File: src/rtl/camera_frame_reader.sv
// camera_frame_reader: requests one camera capture, waits for its release, then streams the frame RAM.
// Define CAM_RD_PACK2_EN to pack two 16-bit pixels per output word.
module camera_frame_reader #(
  parameter int unsigned FRAME_PIXELS   = 76800,
  parameter logic [23:0] TIMEOUT_CYCLES = 24'd16000000
) (
  input  logic        HCLK,
  input  logic        HRESETn,
  input  logic        start,
  output logic        DATA_VALID,
  input  logic        DATA_READY,
  output logic [16:0] DualRAM_RADDR,
  input  logic [31:0] DualRAM_RDATA,
  output logic [31:0] pix_data,
  output logic        pix_valid,
  input  logic        pix_ready,
  output logic        pix_last,
  output logic        busy,
  output logic        done,
  output logic        err_timeout
);

  localparam logic [17:0] READS = 18'(FRAME_PIXELS);

  typedef enum logic [1:0] {IDLE, REQ, REL, READ} state_t;

  state_t      state, state_nx;
  logic        sync1, rdy_s;
  logic [23:0] tmo_cnt;
  logic        timeout_hit;
  logic [17:0] rd_addr;
  logic        inflight, inflight_last;
  logic [1:0]  fifo_count;
  logic        wr_ptr, rd_ptr;
  logic [31:0] fifo_data [2];
  logic [1:0]  fifo_last;
  logic [2:0]  budget;
  logic        issue, push, pop, last_acc;
  logic [31:0] push_data;
  logic        unused_rdata;

  assign unused_rdata = ^DualRAM_RDATA[31:16];

  always_ff @(posedge HCLK or negedge HRESETn) begin
    if (!HRESETn) begin
      sync1 <= 1'b0;
      rdy_s <= 1'b0;
    end else begin
      sync1 <= DATA_READY;
      rdy_s <= sync1;
    end
  end

  assign pix_valid   = (fifo_count != 2'd0);
  assign pix_data    = fifo_data[rd_ptr];
  assign pix_last    = fifo_last[rd_ptr];
  assign pop         = pix_valid & pix_ready;
  assign last_acc    = pop & pix_last;
  assign busy        = (state != IDLE);
  assign timeout_hit = (tmo_cnt == TIMEOUT_CYCLES - 24'd1);

`ifdef CAM_RD_PACK2_EN
  logic        half;
  logic [15:0] pack_lo;

  // A half-filled pair occupies one slot of the two-word budget.
  assign budget    = {1'b0, fifo_count} - {2'b0, pop} + {2'b0, inflight} + {2'b0, half};
  assign push      = inflight & half;
  assign push_data = {DualRAM_RDATA[15:0], pack_lo};

  always_ff @(posedge HCLK or negedge HRESETn) begin
    if (!HRESETn) begin
      half    <= 1'b0;
      pack_lo <= '0;
    end else if (state == REL) begin
      half <= 1'b0;
    end else if (inflight) begin
      half <= ~half;
      if (!half) pack_lo <= DualRAM_RDATA[15:0];
    end
  end
`else
  // A same-cycle pop frees its slot, sustaining one word per cycle.
  assign budget    = {1'b0, fifo_count} - {2'b0, pop} + {2'b0, inflight};
  assign push      = inflight;
  assign push_data = {16'h0000, DualRAM_RDATA[15:0]};
`endif

  assign issue = (state == READ) && (rd_addr < READS) && (budget < 3'd2);

  always_ff @(posedge HCLK or negedge HRESETn) begin
    if (!HRESETn) state <= IDLE;
    else          state <= state_nx;
  end

  always_comb begin
    state_nx = state;
    case (state)
      IDLE:    if (start) state_nx = REQ;
      REQ:     if (rdy_s) state_nx = REL;
               else if (timeout_hit) state_nx = IDLE;
      REL:     if (!rdy_s) state_nx = READ;
      READ:    if (last_acc) state_nx = IDLE;
      default: state_nx = IDLE;
    endcase
  end

  always_ff @(posedge HCLK or negedge HRESETn) begin
    if (!HRESETn) begin
      DATA_VALID    <= 1'b0;
      err_timeout   <= 1'b0;
      tmo_cnt       <= '0;
      done          <= 1'b0;
      rd_addr       <= '0;
      DualRAM_RADDR <= '0;
      inflight      <= 1'b0;
      inflight_last <= 1'b0;
    end else begin
      done     <= last_acc;
      inflight <= issue;
      case (state)
        IDLE: if (start) begin
          DATA_VALID  <= 1'b1;
          tmo_cnt     <= '0;
          err_timeout <= 1'b0;
        end
        REQ: begin
          if (rdy_s) begin
            DATA_VALID <= 1'b0;
          end else if (timeout_hit) begin
            DATA_VALID  <= 1'b0;
            err_timeout <= 1'b1;
          end else begin
            tmo_cnt <= tmo_cnt + 24'd1;
          end
        end
        REL: if (!rdy_s) rd_addr <= '0;
        READ: if (issue) begin
          DualRAM_RADDR <= rd_addr[16:0];
          rd_addr       <= rd_addr + 18'd1;
          inflight_last <= (rd_addr == READS - 18'd1);
        end
        default: ;
      endcase
    end
  end

  always_ff @(posedge HCLK or negedge HRESETn) begin
    if (!HRESETn) begin
      for (int unsigned i = 0; i < 2; i++) fifo_data[i] <= '0;
      fifo_last  <= '0;
      fifo_count <= '0;
      wr_ptr     <= 1'b0;
      rd_ptr     <= 1'b0;
    end else begin
      if (push) begin
        fifo_data[wr_ptr] <= push_data;
        fifo_last[wr_ptr] <= inflight_last;
        wr_ptr            <= ~wr_ptr;
      end
      if (pop) rd_ptr <= ~rd_ptr;
      case ({push, pop})
        2'b10:   fifo_count <= fifo_count + 2'd1;
        2'b01:   fifo_count <= fifo_count - 2'd1;
        default: ;
      endcase
    end
  end

endmodule

File: config.mk
export PLATFORM = sky130hd
export DESIGN_NAME = camera_frame_reader
export DESIGN_NICKNAME = d
export VERILOG_FILES = /design/src/rtl/camera_frame_reader.sv
export SDC_FILE = /design/constraint.sdc
export NUM_CORES = 1
export LEC_CHECK = 0
export BUFFER_PORTS_ARGS = -buffer_cell sky130_fd_sc_hd__buf_2
export CAP_MARGIN = 20
export CORE_UTILIZATION = 40
export CTS_CLUSTER_SIZE = 8
export DETAILED_ROUTE_END_ITERATION = 10
export PLACE_DENSITY_LB_ADDON = 0.2
export SYNTH_ARGS = -nofsm -noshare
export SYNTH_HDL_FRONTEND = slang
export SYNTH_SLANG_ARGS = --single-unit
File: constraint.sdc
create_clock -name HCLK -period 2.9 [get_ports HCLK]
set_input_delay 0.87 -clock HCLK [delete_from_list [all_inputs] [get_ports HCLK]]
set_output_delay 0.87 -clock HCLK [all_outputs]
set_load 0.02 [all_outputs]
; ---- After elaboration in Yosys (flattened, before gate mapping)
; Cells that the tools add are included.
[word_totals]
reg_bits = 138
in_bits = 37
word_cells = 101
[op_classes]
add_sub_neg = 6
order_cmp = 8
n_eq_ne = 15
muxes = 33
bitwise = 6
n_reduce_logical = 16
[op_table]
columns = op, n
row1 = 32-bit 2-to-1 mux, 4
row2 = 24-bit 2-to-1 mux, 3
row3 = 64-bit bitwise mux, 1
row4 = 24-bit one-hot mux with 2 select lines, 1
row5 = 18-bit 2-to-1 mux, 2
row6 = 18-bit one-hot mux with 2 select lines, 1
row7 = 32-bit demux with 1-bit select, 1
row8 = "24-bit by 1-bit adder with 24-bit output, second input constant", 1
row9 = "24-bit equality test, second input constant", 1
row10 = "18-bit by 1-bit adder with 18-bit output, second input constant", 1
row11 = "18-bit by 17-bit equality test with 1-bit output, second input constant", 1
row12 = "18-bit by 17-bit less-than comparator with 1-bit output, second input constant", 1
row13 = "2-bit != test, second input constant", 7
row14 = 4-bit AND reduction, 3
row15 = 2-bit 2-to-1 mux, 5
row16 = 2-bit nonzero test, 5
row17 = 1-bit 2-to-1 mux, 9
row18 = 2-bit one-hot mux with 4 select lines, 1
row19 = "2-bit equality test, second input constant", 3
row20 = 3-bit AND reduction, 2
row21 = "2-bit by 1-bit equality test with 1-bit output, second input constant", 2
row22 = "2-bit >= comparator, second input constant", 2
row23 = 1-bit logical AND, 4
row24 = "1-bit by 2-bit less-than comparator with 1-bit output, second input constant", 2
row25 = other kinds (17), 21

; ---- Depth between registers and ports, before layout
[logic_depth]
word_depth = 8
mapped_depth = 13
ltp_nobuf = 11

; ---- Least setup slack after synthesis
; Ideal clock, no wire load.
[synth_path]
path_type = input port to flip-flop
startpoint = input port pix_ready
endpoint = register rd_addr[7]
arrival_time_ns = 2.887
required_time_ns = 2.775
path_slack_ns = -0.112
path_stages = 13
n_path_buf = 2
path_cell_list = nand2_1 -> nor2_1 -> a21oi_1 -> nand2b_1 -> fa_1 -> nand4b_1 -> a311o_1 -> clkbuf_1 -> inv_2 -> buf_4 -> nand3_1 -> a21oi_1 -> mux2i_1
[synth_via]
elab_chain_cells = 7
[synth_lines]
columns = item, line
row1 = start: declaration, 16  ; input logic pix_ready,
row2 = 1-bit AND, 57  ; assign pop = pix_valid & pix_ready;
row3 = 2-bit by 1-bit subtractor with 3-bit output, 84  ; assign budget = {1'b0, fifo_count} - {2'b0, pop} + {2'b0, inflight};
row4 = 3-bit by 1-bit adder with 3-bit output, 84
row5 = 3-bit by 2-bit less-than comparator with 1-bit output, 89  ; assign issue = (state == READ) && (rd_addr < READS) && (budget < 3'd2);
row6 = 1-bit logical AND, 89
row7 = 2-bit != test (no source line), n/a
row8 = 3-bit AND reduction (no source line), n/a
row9 = end signal: assignment, 140  ; rd_addr <= rd_addr + 18'd1;
row10 = end: declaration, 31  ; logic [17:0] rd_addr;
; Every way passes these cells.
; A chain may end at the register's enable or synchronous reset.

; ---- Final worst setup path
[layout_path]
startpoint = input port pix_ready
endpoint = register rd_addr[9]
; Same word-level chain as after synthesis.

==> metrics.md <==
| Metric | Value |
|---|---|
| Outcome | `finished, final reports clean` |
| EDFF count, synth | `0` |
| Worst Setup SP | `pix_ready` |
| Worst reg2reg path depth | `11` |
| Clk Latency, worst-skew pair | `350 ps` |
| Via count | `3797` |
| Hold wc startpoint | `sync1` |
| Overall Global Routing Usage | `between 15 and 20%` |
| Compound-Gate Fraction of Synth Area | `around a tenth` |
| CTS H-tree lvls | `3` |
| Final Critical Period | `roughly 2700 ps` |
| Clock tree root driver cell | `clkbuf_16` |
| Wirelength per Cell | `~14 um` |
| Met1 wire length | `roughly 4.9 mm` |
| Vias per cell | `just over 5` |
| Fraction of layout cells with a size suffix above 1 | `a little over a quarter` |
| Synth top area share | `a little over half` |
| First-pass detailed-route iteration total | `4` |
| Simple-gate portion of the synthesized area | `around a fifth` |
| DP HPWL | `~7.2 mm` |
| CTS tree | `built` |
| Worst Hold Depth | `0` |
| Req. time, crit path | `approximately 3100 ps` |
| Slew Viols, Final | `0` |
| Leakage | `approximately 2.7 nW` |
| Total number of yosys warnings | `0` |
| Most frequent cell after synthesis | `dfrtp_1` |
| Most frequent cells after synthesis | `dfrtp_1 (106), nand2_1 (82), mux2_2 (51), o21ai_0 (29), a21oi_1 (27)` |
| RSZ-0062 raised after global routing | `false` |
| Die X-Extent | `between 100 and 150 um` |
| ANT nets after route | `0` |
| Setup TNS | `0 ps` |
| CP startpoint kind | `input pin` |
| Worst setup EP type | `flip-flop` |
| Area delta synth->final | `16.2%` |
| Crit share post-route | `93.3%` |
| Reg power frac | `roughly 37%` |
| Hold Buf Count CTS | `0` |
| Util after Layout | `48.4%` |
| Finish-stage setup viols | `0` |
| Worst Tran Pin Value | `between 800 and 900 ps` |
| Fillers | `1192` |
| Die Height | `~110 um` |
| Peak Freq | `around 370 MHz` |
| I/O Pins | `a little over 90` |
| VDD IR max | `502 uV` |
| Relative slew margins | `45.3%` |
| Uppermost layer routed | `met4` |
| Synth Cell Area | `approximately 5000 sq um` |
| Num CTS Buffers | `9` |
| Clock skew | `~6.5 ps` |
| Number of buffers added on ports | `59` |
| First-pass GRT wire length | `approximately 18 mm` |
| Number of antenna violations at the first check in global routing | `0` |
| Worst flop-to-flop path startpoint | `fifo_count[0]` |
| Clock tree buffer depth | `2` |
| WL met3 | `451 um` |
| Core box area | `between 10000 and 15000 sq um` |
| Xor-xnor portion of the synthesized cell area | `1.38%` |
| Main combinational cell family by area after synthesis | `simple AND/OR/NAND/NOR gates` |
| Clock-pin slew on the worst setup and hold paths | `about 70 ps` |
| Adder-Cell Fraction of Synth Area | `less than 1%` |
| Place WS | `-309 ps` |
| Mux contribution to synthesized area | `12.1%` |
| Synth async-reset ratio | `100%` |
| Num Clock Sinks | `106` |
| Number of global-route vias before repair | `around 3700` |
| Max Cap Viol | `0` |
| GPL Wtd Cong | `0.758` |
| Worst Path Arrival | `about 2900 ps` |
| Area contributors post-synth | `dfrtp_1 (52%), mux2_2 (11%), nand2_1 (6.0%), o21ai_0 (2.9%), a21oi_1 (2.7%)` |
| Critical path class | `in -> reg` |
| PwrDens | `a little under 1000 nW/um^2` |
| Post-route DRC | `0` |
| Nets | `approximately 600` |
| CP Max Fanout | `6` |
| Largest net degree at the start of global routing | `47` |
| Starting Density | `41.7%` |
| Yosys top cell by area | `dfrtp_1` |
| Part of the power in combinational logic | `between 40 and 50%` |
| Hold Path Class | `reg -> reg` |
| Drt total wl | `between 10 and 15 mm` |
| Yosys reg bits | `106` |
| Sw Ratio | `36.6%` |
| Syn Area/Cell | `approximately 10 sq um` |
| Grt total ovfl | `0` |
| Cells after synthesis | `499` |
| Clock power frac | `between 20% and 30%` |
| Wire length on met2 | `approximately 4.8 mm` |
| Sequential-to-total area share from yosys stat | `between 50% and 60%` |
| Die ar. | `around 13000 sq um` |
| Row cnt | `40` |
| # diodes | `0` |
| Starting DRT DRC Count | `between 200 and 300` |
| Final worst slack | `slightly below 200 ps` |
| Psw | `around 0.0021 W` |
| Pint | `0.00365 W` |
| Final Hold Fails | `0` |
| Post-synth cell types | `49` |
| Post-synth top flop | `dfrtp_1` |
[power by group through the flow]
stage               registers [W]  logic [W]  clock network (W)
global route              0.00220    0.00257            0.00139
CTS                       0.00214    0.00234            0.00133
floorplan                 0.00213    0.00165                  0
finish                    0.00214    0.00232            0.00129
detailed placement        0.00217    0.00233                  0
global placement          0.00214    0.00229                  0
[cell type report]
type | count | area, sq um | area share (%)
clock buffer | 10 | 229 | 3.87
inverter | 7 | 26.3 | 0.444
sequential | 106 | 2650 | 44.9
multi-input combinational | 361 | 2250 | 38.1
clock inverter | 5 | 80.1 | 1.35
tap | 168 | 210 | 3.56
timing repair buffer | 79 | 460 | 7.79
[metrics by stage]
step / hold slack [ps] / std cells / instance area (sq um) / power (W)
floorplan: 331 / 514 / 5160 / 0.00378
global placement: 338 / 721 / 5600 / 0.00444
detailed placement: 335 / 721 / 5600 / 0.00450
CTS: 351 / 736 / 5910 / 0.00581
global route: 363 / 736 / 5910 / 0.00615
finish: 349 / 736 / 5910 / 0.00575
[sequential cells by signal, indices dropped and copies added, names as in the netlist, 2 cells and up, named ones only]
signal and count:
fifo_last 2, tmo_cnt 24, fifo_data 32, DualRAM_RADDR 17
rd_addr 18, fifo_count 2
[layout by cell type (no fill, tap or decap), drive strengths merged, types with 2 or more instances in the layout]
cell	instances
nor2	16
ha	2
clkbuf	10
xor2	2
buf	79
clkinv	2
and3	7
and2	3
nor3	7
mux2i	4
inv	6
or4	4
nor2b	3
conb	16
xnor2	6
nand2	82
and4	3
bufinv	2
a31oi	2
a21oi	27
nand2b	2
mux2	51
or3	18
or4bb	2
o21a	2
nand4	11
clkinvlp	2
o31ai	3
and2b	2
nand3	19
dfrtp	106
o21ai	46
nor4	8
[logic make-up (layout without fill, tap and decap cells)]
family	Yosys count	in the layout
compound gates	88	88
simple gates	191	191
other cells	1	16
mux	55	55
buf+inv	47	101
xor+xnor	8	8
fa+ha+maj	3	3
flops	106	106
[worst max-delay path, stage by stage]
cell and delay, ps:
buf_2 120, nand2_1 70, nor2_2 130, a21oi_2 50, nand2b_1 160, fa_1 490
nand4b_1 120, a311o_1 350, inv_2 130, buf_4 150, nand2_1 70, a21oi_1 150
mux2i_1 80
[final timing paths]
kind	slack, ps	end
worst max-delay path	200	rd_addr[9]
max in group asynchronous	1720	tmo_cnt[2]
worst min register to register	350	rdy_s
worst max register to register	460	rd_addr[9]
min in group asynchronous	480	fifo_data[32]
worst min-delay path	350	rdy_s
[layer usage]
layer | vias up | GRT usage (%)
met5 | - | 0
met4 | 0 | 7.27
met3 | 14 | 3.32
met2 | 74 | 28.2
met1 | 1844 | 23.2
li1 | 1865 | -
[repair_timing]
action,CTS,global route
endpoints found under the setup margin,0,10
resized for setup,0,1
buffers inserted,0,0
No activity file was read; power rests on OpenSTA's default activity.
